**src/rtl/co_ri_mixer_if.sv**
```systemverilog
// Handshake and data bundle for co_ri_mixer.
// Upstream (TX interpolator) is the master and the mixer is the slave.
// CO_RI_MIXER_SIDEBAND_SEL_EN adds the lsb_sel sideband select line.
interface co_ri_mixer_if #(
  parameter int DSZ = 16
);
  logic                  in_valid;
  logic                  in_ready;
  logic signed [DSZ-1:0] in_i;
  logic signed [DSZ-1:0] in_q;
  logic signed [DSZ-1:0] lo_i;
  logic signed [DSZ-1:0] lo_q;
  logic signed [DSZ-1:0] out;
  logic                  out_valid;
`ifdef CO_RI_MIXER_SIDEBAND_SEL_EN
  logic                  lsb_sel;

  modport master (
    output in_valid, in_i, in_q, lo_i, lo_q, lsb_sel,
    input  in_ready, out, out_valid
  );

  modport slave (
    input  in_valid, in_i, in_q, lo_i, lo_q, lsb_sel,
    output in_ready, out, out_valid
  );
`else
  modport master (
    output in_valid, in_i, in_q, lo_i, lo_q,
    input  in_ready, out, out_valid
  );

  modport slave (
    input  in_valid, in_i, in_q, lo_i, lo_q,
    output in_ready, out, out_valid
  );
`endif
endinterface

```
**src/rtl/co_ri_mixer.sv**
```systemverilog
// Complex-to-real upconversion mixer: out = Re{(I + jQ)(LOi + jLOq)}
// = I*LOi - Q*LOq in Q1.(DSZ-1), one shared multiplier, round-half-up at
// weight 2^(DSZ-1), symmetric saturation. One sample every 5 clocks,
// accept-to-strobe latency of 4 clocks.
// Optional: CO_RI_MIXER_SIDEBAND_SEL_EN adds a per-sample lsb_sel that
// flips the Q term sign (lower sideband).
module co_ri_mixer #(
  parameter int DSZ = 16
) (
  input  logic         clk,
  input  logic         reset_n,
  co_ri_mixer_if.slave bus
);

  localparam int PW = 2 * DSZ;      // full product width
  localparam int SW = 2 * DSZ + 1;  // sum width, holds (-1*-1) - (-1*+1)
  localparam int RW = DSZ + 3;      // rounding field width

  typedef enum logic [2:0] {
    IDLE,
    MUL_I,
    MUL_Q,
    SUM,
    RND
  } state_t;

  state_t                state_q;

  // Sample/LO buffers captured at accept
  logic signed [DSZ-1:0] in_i_q;
  logic signed [DSZ-1:0] in_q_q;
  logic signed [DSZ-1:0] lo_i_q;
  logic signed [DSZ-1:0] lo_q_q;
`ifdef CO_RI_MIXER_SIDEBAND_SEL_EN
  logic                  lsb_sel_q;
`endif

  // Datapath registers
  logic signed [PW-1:0]  prod_q;
  logic signed [PW-1:0]  acc_q;
  logic        [SW-1:0]  sum_q;
  logic signed [DSZ-1:0] out_q;
  logic                  out_valid_q;

  // Combinational datapath
  logic signed [DSZ-1:0] mul_a;
  logic signed [DSZ-1:0] mul_b;
  logic signed [PW-1:0]  mul_p;
  logic        [SW-1:0]  sum_d;
  logic        [RW-1:0]  rnd;
  logic        [DSZ+1:0] rnd_sh;
  logic signed [DSZ-1:0] out_d;
  logic                  ovf;
  logic                  unused_lsbs;

  assign bus.in_ready  = (state_q == IDLE);
  assign bus.out       = out_q;
  assign bus.out_valid = out_valid_q;

  // Shared multiplier: Q operands only in MUL_Q, I operands otherwise
  always_comb begin
    mul_a = in_i_q;
    mul_b = lo_i_q;
    if (state_q == MUL_Q) begin
      mul_a = in_q_q;
      mul_b = lo_q_q;
    end
    mul_p = PW'(mul_a) * PW'(mul_b);
  end

  // Combine I and Q terms at full precision; sign-extend both to SW bits
  always_comb begin
    sum_d = {acc_q[PW-1], acc_q} - {prod_q[PW-1], prod_q};
`ifdef CO_RI_MIXER_SIDEBAND_SEL_EN
    if (lsb_sel_q)
      sum_d = {acc_q[PW-1], acc_q} + {prod_q[PW-1], prod_q};
`endif
  end

  // Round half toward +inf at weight 2^(DSZ-1), then clip to DSZ bits.
  // rnd keeps one bit below the output LSB; adding 1 there and dropping it
  // gives floor(x + 0.5). Overflow when the top three bits of the shifted
  // value disagree.
  always_comb begin
    rnd    = sum_q[SW-1:DSZ-2] + {{(RW-1){1'b0}}, 1'b1};
    rnd_sh = rnd[RW-1:1];
    ovf    = !((rnd_sh[DSZ+1:DSZ-1] == 3'b000) || (rnd_sh[DSZ+1:DSZ-1] == 3'b111));
    out_d  = rnd_sh[DSZ-1:0];
    if (ovf)
      out_d = rnd_sh[DSZ+1] ? {1'b1, {(DSZ-1){1'b0}}} : {1'b0, {(DSZ-1){1'b1}}};
  end

  // Bits below the rounding point carry no information after rounding
  assign unused_lsbs = ^{sum_q[DSZ-3:0], rnd[0]};

  // Sequencer and datapath registers; out_valid is a one-cycle strobe from RND
  always_ff @(posedge clk or negedge reset_n) begin
    if (!reset_n) begin
      state_q     <= IDLE;
      in_i_q      <= '0;
      in_q_q      <= '0;
      lo_i_q      <= '0;
      lo_q_q      <= '0;
`ifdef CO_RI_MIXER_SIDEBAND_SEL_EN
      lsb_sel_q   <= 1'b0;
`endif
      prod_q      <= '0;
      acc_q       <= '0;
      sum_q       <= '0;
      out_q       <= '0;
      out_valid_q <= 1'b0;
    end else begin
      out_valid_q <= 1'b0;
      case (state_q)
        IDLE: begin
          if (bus.in_valid) begin
            in_i_q    <= bus.in_i;
            in_q_q    <= bus.in_q;
            lo_i_q    <= bus.lo_i;
            lo_q_q    <= bus.lo_q;
`ifdef CO_RI_MIXER_SIDEBAND_SEL_EN
            lsb_sel_q <= bus.lsb_sel;
`endif
            state_q   <= MUL_I;
          end
        end
        MUL_I: begin
          prod_q  <= mul_p;
          state_q <= MUL_Q;
        end
        MUL_Q: begin
          acc_q   <= prod_q;
          prod_q  <= mul_p;
          state_q <= SUM;
        end
        SUM: begin
          sum_q   <= sum_d;
          state_q <= RND;
        end
        RND: begin
          out_q       <= out_d;
          out_valid_q <= 1'b1;
          state_q     <= IDLE;
        end
        default: state_q <= IDLE;
      endcase
    end
  end

endmodule

```
**src/flat_wrapper.sv**
```systemverilog
// flat-port wrapper written by rule: the top's interface ports become plain ports
module co_ri_mixer_flat 
#(
  parameter int DSZ = 16
)
  (clk, reset_n, bus_in_valid, bus_in_i, bus_in_q, bus_lo_i, bus_lo_q, bus_in_ready, bus_out, bus_out_valid);
  co_ri_mixer_if #(.DSZ(DSZ)) bus_i ();
  input  logic clk;
  input  logic reset_n;
  input wire logic [$bits(bus_i.in_valid)-1:0] bus_in_valid;
  input wire logic [$bits(bus_i.in_i)-1:0] bus_in_i;
  input wire logic [$bits(bus_i.in_q)-1:0] bus_in_q;
  input wire logic [$bits(bus_i.lo_i)-1:0] bus_lo_i;
  input wire logic [$bits(bus_i.lo_q)-1:0] bus_lo_q;
  output wire logic [$bits(bus_i.in_ready)-1:0] bus_in_ready;
  output wire logic [$bits(bus_i.out)-1:0] bus_out;
  output wire logic [$bits(bus_i.out_valid)-1:0] bus_out_valid;
  assign bus_i.in_valid = bus_in_valid;
  assign bus_i.in_i = bus_in_i;
  assign bus_i.in_q = bus_in_q;
  assign bus_i.lo_i = bus_lo_i;
  assign bus_i.lo_q = bus_lo_q;
  assign bus_in_ready = bus_i.in_ready;
  assign bus_out = bus_i.out;
  assign bus_out_valid = bus_i.out_valid;
  co_ri_mixer #(.DSZ(DSZ)) u_core (.clk(clk), .reset_n(reset_n), .bus(bus_i));
endmodule
```
**config.mk**
```make
export PLATFORM = sky130hd
export DESIGN_NAME = co_ri_mixer_flat
export DESIGN_NICKNAME = d
export VERILOG_FILES = /design/src/rtl/co_ri_mixer_if.sv /design/src/rtl/co_ri_mixer.sv /design/src/flat_wrapper.sv
export SDC_FILE = /design/constraint.sdc
export NUM_CORES = 1
export LEC_CHECK = 0
export CORE_AREA = 8 8 233 235
export CTS_CLUSTER_DIAMETER = 40
export DETAILED_ROUTE_END_ITERATION = 8
export DIE_AREA = 0 0 241 243
export PLACE_DENSITY_LB_ADDON = 0.12
export SYNTH_ARGS = -nofsm -noshare
export SYNTH_HDL_FRONTEND = slang
export SYNTH_SLANG_ARGS = --single-unit
export TNS_END_PERCENT = 10
```
**constraint.sdc**
```tcl
create_clock -name clk -period 6.7 [get_ports clk]
set_clock_uncertainty 0.1 [all_clocks]
set_input_delay 0.67 -clock clk [delete_from_list [all_inputs] [get_ports clk]]
set_output_delay 0.67 -clock clk [all_outputs]
set_load 0.02 [all_outputs]
```
==> impl_metrics.py, run 1 <==
metrics = {
    "run_status": {
        "status": "finished with violations",
        "violations": "negative setup slack",
    },
    "placed_design": {
        "placed_cell_area_um2": 21100,
        "io_buffers": 84,
        "hpwl_mm": 37.6,
        "routabilityCongestion": 0.875,
    },
    "clock_tree": {
        "clockBufferDepth": 2,
        "hold_buffers": 0,
        "clk_latency_ns": 0.48,
        "htree_levels": 4,
        "cts_tree": "done",
        "cts-root-buf": "clkbuf_16",
        "clock-sinks": 167,
        "path_clk_slew_ns": 0.07,
        "cts_buffers": 17,
    },
    "grt": {
        "antenna_found_initial": 0,
        "grt_max_degree": 85,
        "grt_pass1_wl_mm": 77.6,
        "grt_pass1_vias": 14500,
        "grtUsageTotal": 0.168,
        "overflow": 0,
    },
    "floorplanning": {
        "dieHeight_um": 243,
        "initial_utilization": 0.355,
        "ios": 85,
        "dieWidth_um": 241,
        "core_um2": 50700,
        "num_rows": 83,
        "fp.dieArea_um2": 58600,
    },
    "detailed_routing": {
        "viasPerCell": 4.70,
        "wl_per_cell_um": 16.6,
        "wl_mm": 46.6,
        "dr.pass1.iters": 4,
        "drtIter0Drc": 659,
        "vias": 13200,
        "drc": 0,
        "drtAntennaViolNets": 0,
    },
    "synthesis": {
        "synth_top_cells_by_area": "fa_1 (29%), dfrtp_1 (23%), ha_1 (7.9%), mux2_2 (7.6%), inv_1 (7.2%)",
        "synth.yosys.seq_area_share": 0.232,
        "synth_area_leader_cell": "fa_1",
        "synthFlopType": "dfrtp_1",
        "syn_area_um2": 18000,
        "synthDistinctLibCells": 69,
        "synth_top_area_frac": 0.291,
        "synth_cells": 1814,
        "avgSynthCellArea_um2": 9.92,
        "ys_ff_latch": 167,
        "synth-edff-count": 0,
        "synth-async-reset-ratio": 1.00,
        "syn_nets": 2257,
        "yosys_warnings": 0,
    },
    "final_layout": {
        "num_antenna_cells": 0,
        "fillers": 4963,
        "final_cell_mix": "inv_1 (335), fa_1 (247), buf_4 (206)",
        "area_growth_pct": 27.2,
        "finalInstanceArea_um2": 22900,
        "layout_commonest_cell": "inv_1",
        "drive_above_1_share": 0.253,
        "fin_nets": 2555,
    },
    "min_path": {
        "min_path_type": "in2async",
    },
    "worst_setup_path": {
        "ff2ff_path_depth": 28,
        "crit_slowest_cell": "fa_1",
        "cp_max_fo": 8,
        "startpoint": "u_core.state_q[0]",
        "required_ns": 6.92,
        "arrival_ns": 7.15,
        "r2r_end": "u_core.prod_q[28]",
        "cp-start-kind": "register",
        "crit_path_max_incr_delay_ns": 0.53,
        "cp-end-kind": "register",
        "r2r-start": "u_core.state_q[0]",
        "critPathKind": "reg2reg",
        "crit_path_frequent_cell": "fa_1",
        "rrSetupSlack_ns": -0.23,
    },
    "sta": {
        "layout_min_cycle_time_ns": 6.93,
        "maxSlewHeadroom": 0.301,
        "setup_viol": 10,
        "layout_setup_ws_ns": -0.227,
        "rsz0062_at_grt": "yes",
        "worstMarginPinSlew_ns": 1.05,
        "hold_viol": 0,
        "finalCritPeriodShare": 1.03,
        "max_freq_ghz": 0.144,
        "slew_violations": 0,
    },
    "run": {
        "max-cap-violations": 0,
    },
}
-- cells by family (layout without fill, tap and decap cells) --
family          count (synthesis)  count (layout)  synth area share
compound gates                223             223            0.0843
buf+inv                       399             707            0.0847
flops                         167             167             0.232
simple gates                  433             433             0.104
mux                           153             155            0.0936
fa+ha+maj                     376             376             0.371
xor+xnor                       63              63            0.0307
-- what timing repair did --
item / 4_1_cts / 5_1_grt
setup endpoints to repair: 16 / 17
gates resized for setup: 93 / 58
setup buffers: 38 / 19
pin swaps: 47 / 40
cloned: 3 / 0
-- sequential cells by signal, summed over array words and instances, names as in the netlist --
signal,count
u_core.sum_q,19
u_core.in_i_q,16
u_core.acc_q,32
u_core.prod_q,32
u_core.in_q_q,16
u_core.lo_q_q,16
u_core.lo_i_q,16
u_core.bus.out,16
u_core.state_q,3
u_core.bus.out_valid,1
-- layer usage --
metal / up-vias / GRT usage / wire [um]
li1: 6348 / - / -
met1: 6529 / 0.221 / 21400
met2: 226 / 0.270 / 21600
met3: 71 / 0.0326 / 1970
met4: 0 / 0.0670 / 1740
met5: - / 0 / 0
-- cells in the mapped netlist (2+ instances only) --
cell and n:
o31ai_1 7, o21ai_1 19, a211oi_1 8, and3_4 2, nor2_1 159, nor3_1 10
inv_1 347, ha_1 114, xnor2_1 33, a31oi_1 7, o211ai_1 11, o21a_1 21
fa_1 262, nor3b_1 6, nand2_1 187, mux2_2 122, nand3_1 18, and3_1 6
nor3_2 3, xor2_1 30, nand2b_1 16, a211o_1 4, dfrtp_1 167, a21o_1 19
o21bai_1 2, mux2i_1 31, nor2b_1 4, o41ai_1 2, o211ai_2 11, or2_2 6
nand4_1 5, buf_2 9, buf_6 2, o21ai_0 49, a21oi_1 41, or3_1 3
clkbuf_1 39
-- worst max path at each step --
stage,endpoint,cells after the start
CTS,u_core.prod_q[30],25
floorplan,u_core.prod_q[31],25
global route,u_core.prod_q[24],29
finish,u_core.prod_q[28],28
detailed placement,u_core.prod_q[30],26
global placement,u_core.prod_q[30],26
-- layout make-up --
class | count | area, um2 | area share
Multi-Input combinational cell | 1250 | 13000 | 0.567
Sequential cell | 167 | 4180 | 0.183
Timing Repair Buffer | 328 | 2990 | 0.131
Inverter | 348 | 1310 | 0.0572
Tap cell | 680 | 851 | 0.0372
Clock buffer | 21 | 480 | 0.0210
Clock inverter | 10 | 104 | 0.00454
-- through the flow --
stage / util / setup TNS (ns) / hold slack, ns / cells / worst slack (ns)
global route: 0.452 / -4.50 / 0.167 / 2804 / -0.428
detailed placement: 0.416 / -4.26 / 0.379 / 2715 / -0.469
global placement: 0.416 / -2.19 / 0.372 / 2715 / -0.331
finish: 0.452 / -0.998 / 0.102 / 2804 / -0.227
floorplan: - / -0.00314 / 0.274 / 1814 / -0.00285
CTS: 0.444 / -0.607 / 0.132 / 2786 / -0.161
-- worst max-delay path, delay by kind of cell (launching register included) --
family	cells	cell delay, ns
adders and majority gates	7	3.15
xor gates and xnor gates	1	0.16
muxes	1	0.36
AOI/OAI and AO/OA	8	1.35
DFF	1	0.42
and+or+nand+nor	2	0.33
buffers and inverters	9	0.89
Power of run 1 is not shown: default switching activity piles up to over one toggle a cycle in this logic, so the estimate is an artifact.
==> run 2: changes to the inputs <==
--- a/config.mk
+++ b/config.mk
@@ -9,6 +9,7 @@
 export CTS_CLUSTER_DIAMETER = 40
 export DETAILED_ROUTE_END_ITERATION = 8
 export DIE_AREA = 0 0 241 243
+export HOLD_SLACK_MARGIN = 0.06
 export PLACE_DENSITY_LB_ADDON = 0.12
 export SYNTH_ARGS = -nofsm -noshare
 export SYNTH_HDL_FRONTEND = slang
==> results of run 2 <==
No change in the layout: final DEF, timing and power equal those of run 1.
Power of run 2 is left out for the same reason.
